**src/rtl/cam_cfg_pkg.sv**
```systemverilog
// Shared types and entry-field layout for the camera register-initialisation sequencer.
package cam_cfg_pkg;

    localparam int ENTRY_W  = 25;
    localparam int RD_BIT   = 24;
    localparam int REG_MSB  = 23;
    localparam int REG_LSB  = 8;
    localparam int DATA_MSB = 7;
    localparam int GAP_CYC  = 4;
    localparam logic [15:0] DELAY_MARK = 16'hFFFF;

    typedef enum logic [3:0] {
        S_IDLE,
        S_PWR_WAIT,
        S_LOAD,
        S_DELAY,
        S_ISSUE,
        S_WAIT_HI,
        S_WAIT_LO,
        S_CHECK,
        S_GAP,
        S_NEXT,
        S_DONE,
        S_FAIL
    } state_t;

    // A write to the marker address is a pure wait, never bus traffic.
    function automatic logic is_delay(input logic [ENTRY_W-1:0] e);
        return !e[RD_BIT] && (e[REG_MSB:REG_LSB] == DELAY_MARK);
    endfunction

endpackage

```
**src/rtl/cam_cfg_rom.sv**
```systemverilog
// Sensor init table: index -> {rd, reg[15:0], data[7:0]}.
module cam_cfg_rom
    import cam_cfg_pkg::*;
#(
    parameter int IDX_W = 6
) (
    input  logic [IDX_W-1:0]   index,
    output logic [ENTRY_W-1:0] entry
);

    // Unlisted slots are zero-length delays so the walk stays harmless.
    always_comb begin
        entry = {1'b0, DELAY_MARK, 8'h00};
        case (32'(index))
            0:  entry = {1'b1, 16'h300A, 8'h56};
            1:  entry = {1'b1, 16'h300B, 8'h40};
            2:  entry = {1'b0, 16'h3008, 8'h82};
            3:  entry = {1'b0, 16'hFFFF, 8'h02};
            4:  entry = {1'b0, 16'h3008, 8'h42};
            5:  entry = {1'b0, 16'h3103, 8'h03};
            6:  entry = {1'b0, 16'h3017, 8'hFF};
            7:  entry = {1'b0, 16'h3018, 8'hFF};
            8:  entry = {1'b0, 16'h3034, 8'h1A};
            9:  entry = {1'b0, 16'h3037, 8'h13};
            10: entry = {1'b0, 16'h3108, 8'h01};
            11: entry = {1'b0, 16'h3630, 8'h36};
            12: entry = {1'b0, 16'h3631, 8'h0E};
            13: entry = {1'b0, 16'h3632, 8'hE2};
            14: entry = {1'b0, 16'h3633, 8'h12};
            15: entry = {1'b0, 16'h3621, 8'hE0};
            16: entry = {1'b0, 16'h3704, 8'hA0};
            17: entry = {1'b0, 16'h3703, 8'h5A};
            18: entry = {1'b0, 16'h3715, 8'h78};
            19: entry = {1'b0, 16'h3717, 8'h01};
            20: entry = {1'b0, 16'h370B, 8'h60};
            21: entry = {1'b0, 16'h3705, 8'h1A};
            22: entry = {1'b0, 16'h3905, 8'h02};
            23: entry = {1'b0, 16'h3906, 8'h10};
            24: entry = {1'b0, 16'h3901, 8'h0A};
            25: entry = {1'b0, 16'h3731, 8'h12};
            26: entry = {1'b0, 16'h3600, 8'h08};
            27: entry = {1'b0, 16'h3601, 8'h33};
            28: entry = {1'b0, 16'h4300, 8'h61};
            29: entry = {1'b0, 16'h501F, 8'h01};
            30: entry = {1'b0, 16'h3820, 8'h46};
            31: entry = {1'b0, 16'h3821, 8'h01};
            default: entry = {1'b0, DELAY_MARK, 8'h00};
        endcase
    end

endmodule

```
**src/rtl/cam_cfg_seq.sv**
```systemverilog
// Walks the init table through the I2C byte driver, verifying reads and retrying failed attempts.
module cam_cfg_seq
    import cam_cfg_pkg::*;
#(
    parameter logic [7:0] DEV_ADDR     = 8'h78,
    parameter int         REG_NUM      = 64,
    parameter int         PWR_WAIT_CYC = 16000,
    parameter int         DELAY_UNIT   = 800,
    parameter int         RETRY_MAX    = 3,
    parameter int         BUSY_TO      = 16
) (
    input  logic                       clk_i,
    input  logic                       rst_n,
    input  logic                       cfg_start,
    input  logic                       i2c_busy,
    input  logic                       i2c_err,
    input  logic [7:0]                 i2c_rd_data,
    output logic                       i2c_start_en,
    output logic                       i2c_wr_rd_flag,
    output logic [7:0]                 i2c_device_addr,
    output logic [15:0]                i2c_register,
    output logic [7:0]                 i2c_data_byte,
    output logic                       cfg_busy,
    output logic                       cfg_done,
    output logic                       cfg_fail,
    output logic [$clog2(REG_NUM)-1:0] cfg_index
);

    localparam int IDX_W   = $clog2(REG_NUM);
    localparam int DLY_MAX = 255 * DELAY_UNIT;
    localparam int TMR_M1  = (PWR_WAIT_CYC > DLY_MAX) ? PWR_WAIT_CYC : DLY_MAX;
    localparam int TMR_M2  = (TMR_M1 > BUSY_TO) ? TMR_M1 : BUSY_TO;
    localparam int TMR_MAX = (TMR_M2 > GAP_CYC) ? TMR_M2 : GAP_CYC;
    localparam int TMR_W   = $clog2(TMR_MAX + 1);
    localparam int RTY_W   = (RETRY_MAX > 0) ? $clog2(RETRY_MAX + 1) : 1;

    state_t               state;
    logic [TMR_W-1:0]     timer;
    logic [RTY_W-1:0]     retry;
    logic [ENTRY_W-1:0]   entry;
    logic [7:0]           rd_cap;
    logic                 timed_out;
    logic                 attempt_ok;

    cam_cfg_rom #(.IDX_W(IDX_W)) u_rom (
        .index (cfg_index),
        .entry (entry)
    );

    assign i2c_device_addr = DEV_ADDR;
    assign attempt_ok = !timed_out && !i2c_err &&
                        (!i2c_wr_rd_flag || (rd_cap == i2c_data_byte));

    // The driver clears its read byte as busy falls, so only bytes seen while busy count.
    always_ff @(posedge clk_i) begin
        if (i2c_busy) rd_cap <= i2c_rd_data;
    end

    always_ff @(posedge clk_i or negedge rst_n) begin
        if (!rst_n) begin
            state          <= S_IDLE;
            timer          <= '0;
            retry          <= '0;
            timed_out      <= 1'b0;
            i2c_start_en   <= 1'b0;
            i2c_wr_rd_flag <= 1'b0;
            i2c_register   <= '0;
            i2c_data_byte  <= '0;
            cfg_busy       <= 1'b0;
            cfg_done       <= 1'b0;
            cfg_fail       <= 1'b0;
            cfg_index      <= '0;
        end else begin
            i2c_start_en <= 1'b0;
            case (state)
                S_IDLE, S_DONE, S_FAIL: begin
                    if (cfg_start) begin
                        state     <= S_PWR_WAIT;
                        timer     <= TMR_W'(PWR_WAIT_CYC - 1);
                        cfg_busy  <= 1'b1;
                        cfg_done  <= 1'b0;
                        cfg_fail  <= 1'b0;
                        cfg_index <= '0;
                        retry     <= '0;
                    end
                end
                S_PWR_WAIT: begin
                    if (timer == '0) state <= S_LOAD;
                    else             timer <= timer - TMR_W'(1);
                end
                S_LOAD: begin
                    if (is_delay(entry)) begin
                        state <= S_DELAY;
                        timer <= TMR_W'(entry[DATA_MSB:0]) * TMR_W'(DELAY_UNIT);
                    end else begin
                        i2c_wr_rd_flag <= entry[RD_BIT];
                        i2c_register   <= entry[REG_MSB:REG_LSB];
                        i2c_data_byte  <= entry[DATA_MSB:0];
                        i2c_start_en   <= 1'b1;
                        state          <= S_ISSUE;
                    end
                end
                S_ISSUE: begin
                    state     <= S_WAIT_HI;
                    timer     <= TMR_W'(BUSY_TO - 1);
                    timed_out <= 1'b0;
                end
                S_WAIT_HI: begin
                    if (i2c_busy) begin
                        state <= S_WAIT_LO;
                    end else if (timer == '0) begin
                        state     <= S_CHECK;
                        timed_out <= 1'b1;
                    end else begin
                        timer <= timer - TMR_W'(1);
                    end
                end
                S_WAIT_LO: begin
                    if (!i2c_busy) state <= S_CHECK;
                end
                S_CHECK: begin
                    if (attempt_ok) begin
                        state <= S_NEXT;
                    end else if (retry < RTY_W'(RETRY_MAX)) begin
                        retry <= retry + RTY_W'(1);
                        timer <= TMR_W'(GAP_CYC - 1);
                        state <= S_GAP;
                    end else begin
                        state    <= S_FAIL;
                        cfg_fail <= 1'b1;
                        cfg_busy <= 1'b0;
                    end
                end
                // Idle long enough for the driver's STOP to finish before restarting.
                S_GAP: begin
                    if (timer == '0) begin
                        i2c_start_en <= 1'b1;
                        state        <= S_ISSUE;
                    end else begin
                        timer <= timer - TMR_W'(1);
                    end
                end
                S_DELAY: begin
                    if (timer == '0) state <= S_NEXT;
                    else             timer <= timer - TMR_W'(1);
                end
                S_NEXT: begin
                    retry <= '0;
                    if (cfg_index == IDX_W'(REG_NUM - 1)) begin
                        state    <= S_DONE;
                        cfg_done <= 1'b1;
                        cfg_busy <= 1'b0;
                    end else begin
                        cfg_index <= cfg_index + IDX_W'(1);
                        state     <= S_LOAD;
                    end
                end
                default: state <= S_IDLE;
            endcase
        end
    end

endmodule

```
**config.mk**
```make
export PLATFORM = sky130hd
export DESIGN_NAME = cam_cfg_seq
export DESIGN_NICKNAME = d
export VERILOG_FILES = /design/src/rtl/cam_cfg_pkg.sv /design/src/rtl/cam_cfg_rom.sv /design/src/rtl/cam_cfg_seq.sv
export SDC_FILE = /design/constraint.sdc
export NUM_CORES = 1
export LEC_CHECK = 0
export CAP_MARGIN = 15
export CORE_MARGIN = 8
export CORE_UTILIZATION = 53
export DETAILED_ROUTE_END_ITERATION = 10
export GPL_ROUTABILITY_DRIVEN = 1
export PLACE_DENSITY = 0.75
export SETUP_SLACK_MARGIN = 0.02
export SLEW_MARGIN = 0
export SYNTH_ARGS = -nofsm -noshare
export SYNTH_HDL_FRONTEND = slang
export SYNTH_HIERARCHICAL = 1
export SYNTH_SLANG_ARGS = --single-unit
```
**constraint.sdc**
```tcl
create_clock -name clk_i -period 4.45 [get_ports clk_i]
set_input_delay 0.89 -clock clk_i [delete_from_list [all_inputs] [get_ports clk_i]]
set_output_delay 0.89 -clock clk_i [all_outputs]
set_load 0.01 [all_outputs]
```
* Yosys cells after proc, flatten, opt, wreduce, memory -nomap -nowiden *
Memory sizes are Yosys's and may differ from the RTL's.
Cells that the tools add are included.
Widths: inputs -> output; s select.

operators by class
  add/sub/neg operators = 3
  multipliers = 1
  divide/modulo/power cells = 0
  order comparisons = 1
  equality and inequality tests = 28
  shift operators = 0
  muxes and demuxes = 44
  bitwise operators = 1
  reductions and logical operators = 26

operators by type and width
  kind                   number
  $mux 18                6
  $pmux 18 s6            1
  $pmux 4 s10            1
  $mux 4                 8
  $ne 2x2->1 const B     13
  $mux 25                1
  $logic_not 18->1       1
  $sub 18x1->18 const B  1
  $eq 16x16->1 const B   1
  $eq 4x3->1 const B     4
  $eq 4x4->1 const B     4
  $mul 8x5->13 const B   1
  $mux 1                 12
  $mux 6                 2
  $pmux 6 s2             1
  $reduce_and 6->1       2
  $mux 2                 5
  $reduce_and 3->1       3
  $eq 4x2->1 const B     2
  $eq 8x8->1             1
  $pmux 1 s2             4
  $reduce_and 4->1       2
  $add 6x1->6 const B    1
  $eq 6x6->1 const B     1
  other kinds (18)       26

storage, ports and cells
  register bits = 68
  latch bits = 0
  RAM bits = 0
  bits in read-only memories = 800
  input port bits = 13
  memories kept = 1

memories
  memory           words  width  rd ports  clocked after memory_dff  wr ports  RTL line           RTL
  (no name shown)  32     25     1         0                         0         cam_cfg_rom.sv:14  case (32'(index))

* Logic depth before layout (Yosys ltp) *
An unclocked memory read counts as a cell.

  word-level depth = 6
  mapped depth = 21
  gate-level depth less buffers = 19

* Cells and area by module *
Netlist, hierarchy kept.

by module, submodules not included
  module       instances  cells an instance  area each (µm²)
  cam_cfg_seq  1          449                4410.5
  cam_cfg_rom  1          157                942.2

* Worst setup path after synthesis *
No wires, ideal clock.

  path type = reg2reg
  start point = register cfg_index[1]
  end point = register timer[17]
  library setup time = 95 ps
  arrival time = 4577 ps
  data required time = 4355 ps
  path slack = -222 ps
  stages on the path, launching flop included = 19
  path buffers = 1
  cells stage by stage = dfrtp_1 -> clkbuf_2 -> inv_1 -> ha_1 -> nand2b_1 -> o211ai_1 -> a21oi_1 -> nor3_1 -> ha_1 -> ha_1 -> fa_1 -> ha_1 -> nor2b_1 -> o31a_1 -> or4_1 -> a31oi_1 -> xnor2_1 -> a22oi_1 -> o31ai_1

RTL lines
  item                    RTL line            RTL
  start, declared         cam_cfg_seq.sv:26   output logic [$clog2(REG_NUM)-1:0] cfg_index
  start signal, assigned  cam_cfg_seq.sv:154  cfg_index <= cfg_index + IDX_W'(1);
  $mem_v2 32x25           n/a
  $mux 25                 cam_cfg_rom.sv:14
  via entry[3]            cam_cfg_seq.sv:40   logic [ENTRY_W-1:0] entry;
  $mul 8x5->13            cam_cfg_seq.sv:94   timer <= TMR_W'(entry[DATA_MSB:0]) * TMR_W'(DELAY_UNIT);
  $mux 18                 cam_cfg_seq.sv:92   if (is_delay(entry)) begin
  $pmux 18 s6             cam_cfg_seq.sv:75   case (state)
  end signal, assigned    cam_cfg_seq.sv:79   timer <= TMR_W'(PWR_WAIT_CYC - 1);
  end signal, assigned    cam_cfg_seq.sv:89   else timer <= timer - TMR_W'(1);
  end signal, assigned    cam_cfg_seq.sv:94
  end, declared           cam_cfg_seq.sv:38   logic [TMR_W-1:0] timer;

The timed path passes the listed nets, and every way through them passes these cells. The select of a mux whose other input is x is not followed.
A chain may end at the register's enable or synchronous reset.

* Worst setup path in the final report *
  start point = register cfg_index[0]
  end point = register timer[17]

Same word-level chain as after synthesis.

==> results.yml <==
clocking:
  path_clk_slew_ps: 80
  clock_latency_ps: 350
  clockBufferDepth: 2
  cts.sinks: 68
  clockRootBuffer: "clkbuf_8"
  h-tree-depth: 3
  cts_hold_buf: 0
  cts_buffers: 9
  tritoncts: "built"
cells_and_area:
  drive_gt1_frac: 0.188
  antenna_cells: 0
  num-fill-cells: 830
  nNetsFinal: 728
  fin_area_sq_mm: 0.00645
  utilization: 0.660
  area_delta_synth_final_pct: 20.5
synthesis:
  synth.area.mux_share: 0.0662
  synth.ff_latch_count: 68
  synth_top_family_by_area: "compound AO/OA/AOI/OAI gates"
  synth_ff_type: "dfrtp_1"
  syn_inst: 606
  synth.top_cell.area_share: 0.281
  syn_area_sq_mm: 0.00535
  ys_warn_count: 6
  synthMostInstantiatedCell: "dfrtp_1"
  synth_top_area_cell: "dfrtp_1"
  synth_cell_types: 67
  syn_area_per_cell_sq_um: 8.83
  synthXorXnorAreaFrac: 0.0327
  synth_compound_area_frac: 0.227
  ys_seq_area_frac: 0.325
  async_flop_share: 0.882
  synth_fa_ha_area_frac: 0.105
  yosys-top-cells-area: "dfrtp_1, ha_1, mux2_2, o21ai_0, edfxtp_1"
  synth-edff-count: 8
  yosys.area_share.simple: 0.173
  synthTopCellsByCount: "dfrtp_1, nor2_1, o21ai_0, a21oi_1"
timing:
  hold_violations: 0
  clock-skew-final_ps: 9.36
  slew_violations: 0
  max_freq_mhz: 228
  period_minus_slack_ps: 4390
  setup_viol: 0
  relSlewSlack: 0.209
  worstMarginPinSlew_ps: 1180
  rsz0062_at_grt: "true"
  min_period_over_period: 0.986
worst_hold_path:
  hp-class: "reg -> reg"
detailed_routing:
  totalWireLength_microns: 15200
  drt_iter0_drc: 526
  drt-vias-per-instance: 6.09
  drc_errors: 0
  wl_per_cell_microns: 18.8
  drt_pass1_iterations: 5
  num_vias: 4933
  detail-route-antenna-nets: 0
setup_path:
  critPathLaunchType: "flop"
  path_buf_inv: 2
  cp.depth: 17
  critPathMaxStageDelay_ps: 520
  rr_worst_depth: 17
  r2r-start: "cfg_index[0]$_DFFE_PN0P_"
  crit_required_ps: 4710
  cp_slowest_cell: "fa_1"
  endpoint_kind: "flop"
  crit_arrival_ps: 4640
  reg2reg_to: "timer[17]$_DFFE_PN0P_"
  worstSetupEndpoint: "timer[17]$_DFFE_PN0P_"
  critical_path_class: "reg -> reg"
  cp-startpoint: "cfg_index[0]$_DFFE_PN0P_"
  cpLargestDelayFamily: "adder cells"
  crit_fanout: 5
  rrSetupSlack_ps: 60
  worstPathCellList: "buf_6 > ha_1 > buf_4 > xnor2_1 > o221ai_1 > a21oi_2 > ha_1 > ha_4 > fa_1 > ha_4 > nor2b_1 > o31a_1 > or4_4 > a31oi_4 > xnor2_1 > a22oi_1 > o31ai_1"
die:
  rows: 36
  die_x_microns: 116
  start_util: 0.548
  fp.dieArea_sq_mm: 0.0136
  core_area_sq_mm: 0.00977
  die_h_microns: 116
  io_pins: 56
global_routing:
  grt_max_degree: 42
  antenna_found_initial: 0
  grt_first_pass_wirelength_microns: 24300
  grt_pass1_vias: 4800
  overflow: 0
  grt_util_all_layers: 0.229
placement:
  numPortBuffers: 47
  place_area_sq_mm: 0.00605
  place.gp.congestion: 0.901
  dp_hpwl_microns: 10900
run_status:
  outcome: "complete, no violations"
job:
  drv_cap: 0
==> routing by layer <==
metal,GRT usage,part of all wire,wire length (microns)
met1,0.290,0.43,6610
met2,0.364,0.46,7050
met3,0.0527,0.071,1090
met4,0.108,0.032,490
met5,0,0,0
==> kinds of logic after synthesis <==
family / count (synthesis)
adders and majority gates: 43
and+or+nand+nor: 181
xor gates and xnor gates: 20
DFF: 68
muxes: 31
other: 2
buffers and inverters: 75
AOI/OAI and AO/OA: 186
==> cells in the final DEF (no fill, tap or decap), drive strengths merged, types with 5 or more instances in the layout <==
cell	count
a22oi	6
a21o	5
or3	5
a31oi	12
nand2	40
buf	46
inv	31
o211ai	5
xnor2	15
o21ai	56
clkdlybuf4s50	46
conb	8
edfxtp	8
a211oi	12
clkbuf	12
xor2	5
nor2b	13
mux2i	5
nand2b	12
nor4	5
nor2	52
ha	40
nand3	7
mux2	25
nor3	24
and3	6
a21oi	47
dfrtp	60
nand4	7
o22ai	5
==> repair_timing <==
item                       in CTS  in global routing
setup endpoints to repair       1                  2
setup buffers                   0                  9
gates resized for setup         2                 31
pin swaps                       1                 16
==> state kept, by name, indices dropped and copies added, names as in the netlist <==
signal and cells:
cfg_index 6, state 4, retry 2, i2c_register 16, timer 18, timed_out 1
cfg_done 1, rd_cap 8, i2c_wr_rd_flag 1, cfg_fail 1, i2c_start_en 1, i2c_data_byte 8
cfg_busy 1
==> worst min-delay path by stage <==
stage / startpoint / end / depth (start not counted) / slack (ps)
finish: cfg_busy$_DFFE_PN0P_ / cfg_busy$_DFFE_PN0P_ / 1 / 490
global route: cfg_busy$_DFFE_PN0P_ / cfg_busy$_DFFE_PN0P_ / 1 / 510
CTS: cfg_busy$_DFFE_PN0P_ / cfg_busy$_DFFE_PN0P_ / 1 / 490
detailed placement: cfg_busy$_DFFE_PN0P_ / cfg_busy$_DFFE_PN0P_ / 1 / 470
global placement: cfg_busy$_DFFE_PN0P_ / cfg_busy$_DFFE_PN0P_ / 1 / 470
floorplan: retry[0]$_DFFE_PN0P_ / retry[0]$_DFFE_PN0P_ / 1 / 460
==> final cells by class <==
| type | count | area (sq um) | area share |
|---|---|---|---|
| Inverter | 32 | 129 | 0.0200 |
| Sequential cell | 68 | 1750 | 0.271 |
| Clock inverter | 4 | 51.3 | 0.00795 |
| Timing Repair Buffer | 92 | 815 | 0.126 |
| Clock buffer | 12 | 135 | 0.0209 |
| Multi-Input combinational cell | 469 | 3410 | 0.528 |
| Tap cell | 133 | 166 | 0.0258 |
==> through the flow <==
stage          instances  setup slack (ps)  setup TNS, ps  hold slack [ps]
2_1_floorplan        612              25.5              0              463
3_3_place_gp         785               202              0              468
3_5_place_dp         785              15.0              0              469
4_1_cts              801              22.9              0              490
5_1_grt              810             -92.1          -92.1              514
6_report             810              63.9              0              494
Power is left out: the tool's default activity adds up to more than one toggle a clock period on the data nets, which glitch-free logic cannot reach.
==> RTL change 1, RTL diff (same settings) <==
Encoding of `state_t`: now one-hot (12 bits for 12 states).
--- a/src/rtl/cam_cfg_pkg.sv
+++ b/src/rtl/cam_cfg_pkg.sv
@@ -9,19 +9,19 @@
     localparam int GAP_CYC  = 4;
     localparam logic [15:0] DELAY_MARK = 16'hFFFF;
 
-    typedef enum logic [3:0] {
-        S_IDLE,
-        S_PWR_WAIT,
-        S_LOAD,
-        S_DELAY,
-        S_ISSUE,
-        S_WAIT_HI,
-        S_WAIT_LO,
-        S_CHECK,
-        S_GAP,
-        S_NEXT,
-        S_DONE,
-        S_FAIL
+    typedef enum logic [11:0] {
+        S_IDLE     = 12'b000000000001,
+        S_PWR_WAIT = 12'b000000000010,
+        S_LOAD     = 12'b000000000100,
+        S_DELAY    = 12'b000000001000,
+        S_ISSUE    = 12'b000000010000,
+        S_WAIT_HI  = 12'b000000100000,
+        S_WAIT_LO  = 12'b000001000000,
+        S_CHECK    = 12'b000010000000,
+        S_GAP      = 12'b000100000000,
+        S_NEXT     = 12'b001000000000,
+        S_DONE     = 12'b010000000000,
+        S_FAIL     = 12'b100000000000
     } state_t;
 
     // A write to the marker address is a pure wait, never bus traffic.
Function: no difference found for any inputs over 4 cycles, from zero or initial values and one cycle with rst_n low; so few cycles prove little.
==> RTL change 1 against the unedited design <==
Sequential cell count rose by 8. Count of clock-buffer cells in the layout fell by 1. Wire length rose by 2.6%. Area after synthesis rose by 11%. Final area rose by 4.6%. Setup slack improved by 220 ps.
==> RTL change 1: results (changes against the unedited design) <==
* Status: complete, no violations
* Worst stage delay on the critical path at 490 ps (-30 ps)
* DRT iter0 DRCs at 434 (-17%)
* H-tree levels at 3 (unchanged)
* Ys async rst share at 89.5% (+1.2 points)
* Routed vias/inst at 6.08 (about the same)
* Maximum VDD drop at 0.363 mV
* Largest cells by area after synthesis: dfrtp_1 (28%), ha_1 (8.5%), mux2_2 (4.8%)
* Total GRT Usage at 21.9% (-1.1 points)
* Crit path to: timer[16]
* Worst-case clock buffer depth at 2 (unchanged)
* Number of setup buffers added after CTS at 0 (unchanged)
* Maximum fanout along the worst path at 6 (+1)
* Share of layout cells above drive strength 1 at 16.1% (-2.7 points)
* CP arrival at 4420 ps (-220 ps)
* Top Layer Used: met4
* Vias in the first global route at 5050 (+5.2%)
* Metal-1 WL at 7160 um (+8.3%)
* CTS root buffer: clkbuf_8
* Top Registers: timer: 18 flops, i2c_register: 16 flops, state: 12 flops
* Flop pwr share at 38.7%
* DR WL met3 at 1080 um (-1.0%)
* Hold Crit Class: reg2reg
* I/O Buffers at 47 (unchanged)
* FF-to-FF path depth at 18 (+1)
* Worst-skew pair later-pin latency at 380 ps (+30 ps)
* CTS Hold Bufs at 0 (unchanged)
* Critical path class: reg2reg
* Unique cell type count in the Yosys netlist at 88 (+31%)
* CP startpoint: cfg_index[0]
* DR pass1 iterations at 5 (unchanged)
* DP Worst Slack at 144 ps (+129 ps)
* Global-route wire length before repair at 25900 um (+6.3%)
* Yosys warnings at 6 (unchanged)
* Clock skew at 21.4 ps (+12.0 ps)
* Fill count at 933 (+12%)
* Largest net degree at the start of global routing at 37 (-12%)
* Final nets at 761 (+4.5%)
* Hpwl dp at 11700 um (+7.5%)
* Number of synthesized flops with an enable pin at 8 (unchanged)
* Slew headroom at 35.5% (+15 points)
* Post-synth top cells: dfrtp_1 (67), nor2_1 (63), nand2_1 (57), o21ai_0 (43), ha_1 (40)
* Routed WL at 15600 um (+2.6%)
* Setup WS post-layout at 288 ps (+224 ps)
* WL met2 at 7140 um (+1.3%)
* Gp weighted congestion at 0.924 (+2.5%)
* Register area share after synthesis at 32.8% (+0.28 points)
* Antenna violations before repair at 0 (unchanged)
* Crit-path slowest cell: fa_1
* Leakage power at 2.91 nW
* Clock Power Share at 22.8%
* CTS resizes at 0 (-2)
## RTL change 1: layout make-up
type	instances	share of cell area, %
multi-input cells	516	53.9
flip-flops and latches	76	28.9
repair buffers	76	10.1
well taps	140	2.60
clock buffers	11	2.26
inverters	26	1.45
clock inverters	5	0.835
## RTL change 1: per-stage QoR
step	util [%]	instances	hold slack [ps]	total power, mW	area (um2)
floorplan	-	664	450	1.66	5950
global placement	59.7	834	478	1.91	6500
detailed placement	59.7	834	481	1.95	6500
CTS	61.7	850	497	2.52	6710
global route	62.0	850	521	2.69	6750
finish	62.0	850	499	2.52	6750
## RTL change 1: cell families (layout without fill, tap and decap cells)
| group | after synthesis | in the layout | synth area share, % |
|---|---|---|---|
| xor+xnor | 26 | 26 | 3.85 |
| simple gates | 251 | 251 | 23.2 |
| compound gates | 158 | 158 | 18.1 |
| other cells | 2 | 8 | 0.127 |
| flops | 76 | 76 | 32.8 |
| fa+ha+maj | 43 | 43 | 9.47 |
| buf+inv | 72 | 118 | 6.78 |
| mux | 30 | 30 | 5.68 |
## RTL change 1: routing by layer
layer	vias to the layer above	track usage, %
li1	2477	-
met2	210	34.1
met3	21	4.16
met1	2464	29.7
met5	-	0
met4	0	7.71
## RTL change 1: worst min-delay path by stage
| stage | cells after the start | endpoint | slack, ps | from |
|---|---|---|---|---|
| floorplan | 2 | timed_out | 450 | timed_out |
| finish | 1 | retry[0] | 500 | retry[0] |
| detailed placement | 2 | timed_out | 480 | timed_out |
| global route | 1 | i2c_register[15] | 520 | i2c_register[15] |
| global placement | 1 | retry[0] | 480 | retry[0] |
| CTS | 1 | retry[0] | 500 | retry[0] |
==> RTL change 2, RTL diff (config.mk and constraints unchanged) <==
Made on the original files. Set the package constant `GAP_CYC` to 8 (it was 4).
--- a/src/rtl/cam_cfg_pkg.sv
+++ b/src/rtl/cam_cfg_pkg.sv
@@ -6,7 +6,7 @@
     localparam int REG_MSB  = 23;
     localparam int REG_LSB  = 8;
     localparam int DATA_MSB = 7;
-    localparam int GAP_CYC  = 4;
+    localparam int GAP_CYC  = 8;
     localparam logic [15:0] DELAY_MARK = 16'hFFFF;
 
     typedef enum logic [3:0] {
Behaviour: no difference found for any inputs over 4 cycles, from zero or initial values and one cycle with rst_n low; that may be too few to reach the edited logic, so the function may still have changed.
==> RTL change 2 against the unedited design <==
Via count is 3.0% higher. Global-route usage increased by 0.65 points. Sequential cell count unchanged. Area after synthesis up 0.14%. Wire length grew 1.2%. Non-clock buffer count down 14. Utilization fell by 2.8 points. Final area fell by 3.8%. Setup slack better by 180 ps.
==> RTL change 2: results (changes against the unedited design) <==
* DRT iter0 DRCs at 478 (-9.1%)
* I/O Buffers at 47 (unchanged)
* CP arrival at 4460 ps (-180 ps)
* Share of layout cells above drive strength 1 at 13.3% (-5.5 points)
* CTS resizes at 0 (-2)
* Status: complete, no violations
* Post-Syn Area per Cell at 8.74 um2 (-1.0%)
* Post-synth top cells: dfrtp_1 (60), nand2_1 (58), ha_1 (40), o21ai_0 (37), nor2_1 (36)
* Measured slew at the worst slew-check pin at 992 ps (-186 ps)
* Total GRT Usage at 23.6% (+0.65 points)
* Placed cell area at 5980 um2 (-1.1%)
* Worst-skew pair later-pin latency at 360 ps
* Maximum VDD drop at 0.388 mV
* Post-Place Cells at 781 (-0.51%)
* Via count at 5083 (+3.0%)
* Hpwl dp at 11200 um (+3.0%)
* Num CTS Buffers at 9 (unchanged)
* Global-route wire length before repair at 25000 um (+2.7%)
* Maximum fanout along the worst path at 8 (+3)
* Largest net degree at the start of global routing at 43 (+2.4%)
* Max-slew violation count at 0 (unchanged)
* Largest cells by area after synthesis: dfrtp_1 (28%), ha_1 (9.3%), mux2_2 (5.5%)
* Final nets at 715 (-1.8%)
* Unique cell type count in the Yosys netlist at 74 (+10%)
* Vias in the first global route at 4852 (+1.1%)
* Routed WL at 15400 um (+1.2%)
* Register area share after synthesis at 32.5% (-0.046 points)
* Clock skew at 12.7 ps (+3.33 ps)
* Number of antenna diodes at 0 (unchanged)
* Drt wl/cell at 19.4 um (+2.9%)
* Number of setup buffers added after CTS at 0 (unchanged)
* Gp weighted congestion at 0.990 (+9.9%)
==> RTL change 2: power by group through the flow <==
stage / Combinational, mW / Clock (mW) / Sequential (mW)
finish: 3.49 / 0.531 / 1.13
global route: 3.84 / 0.562 / 1.16
CTS: 3.44 / 0.541 / 1.11
detailed placement: 3.41 / 0 / 1.12
global placement: 3.32 / 0 / 1.10
floorplan: 2.40 / 0 / 1.08
==> RTL change 2: cells by family (layout without fill, tap and decap cells) <==
group           after synthesis  after routing  share of synthesized area (%)
simple gates                195            195                           17.9
compound gates              173            173                           22.1
buf+inv                      82            127                           7.26
flops                        68             68                           32.5
fa+ha+maj                    43             43                           10.5
mux                          30             30                           6.44
xor+xnor                     20             20                           3.27
other cells                   2              8                          0.140
==> RTL change 2: per-stage QoR <==
stage               hold slack, ps  util (%)  total power [mW]  setup slack (ps)
CTS                            509      63.0              5.10               107
global route                   535      63.2              5.57             -11.5
global placement               485      60.9              4.42               229
finish                         511      63.2              5.14               240
detailed placement             492      60.9              4.54               151
floorplan                      460         -              3.48              79.5
==> RTL change 2: area by class of cell <==
cell class / instances / area, um2
fill: 856 / 3610
multi-input combinational: 469 / 3270
sequential: 68 / 1740
timing repair buffer: 78 / 698
tap: 133 / 166
clock buffer: 12 / 155
inverter: 33 / 124
clock inverter: 4 / 47.5
==> RTL change 2: critical path, cell delays in order (launching register included) <==
cell and delay [ps]:
dfrtp_2 460, inv_1 150, ha_2 310, nor2_1 70
o21ai_0 140, a21oi_1 90, nor3_1 270, buf_4 190
ha_1 230, ha_1 280, inv_1 50, fa_1 500
inv_1 40, ha_1 360, nand3_1 100, o211ai_1 230
o22ai_1 130, xor2_1 180, o32ai_1 120, a22o_1 200
==> RTL change 2: final timing paths <==
check,slack [ps],start,to,cells past startpoint
min,510,i2c_register[8],i2c_register[8],1
max reg2reg,240,cfg_index[0],timer[16],19
max in group asynchronous,2880,rst_n,cfg_index[0],2
max,240,cfg_index[0],timer[16],19
min reg2reg,510,i2c_register[8],i2c_register[8],1
min in group asynchronous,700,rst_n,i2c_register[4],1
==> RTL change 2: per-layer routing <==
layer  vias up  part of all wire (%)  GRT usage, %
met5         -                     0             0
met4         0                   1.8          9.22
met3        34                   8.9          3.52
met2       298                    46          38.5
met1      2418                    43          30.8
li1       2333                     -             -
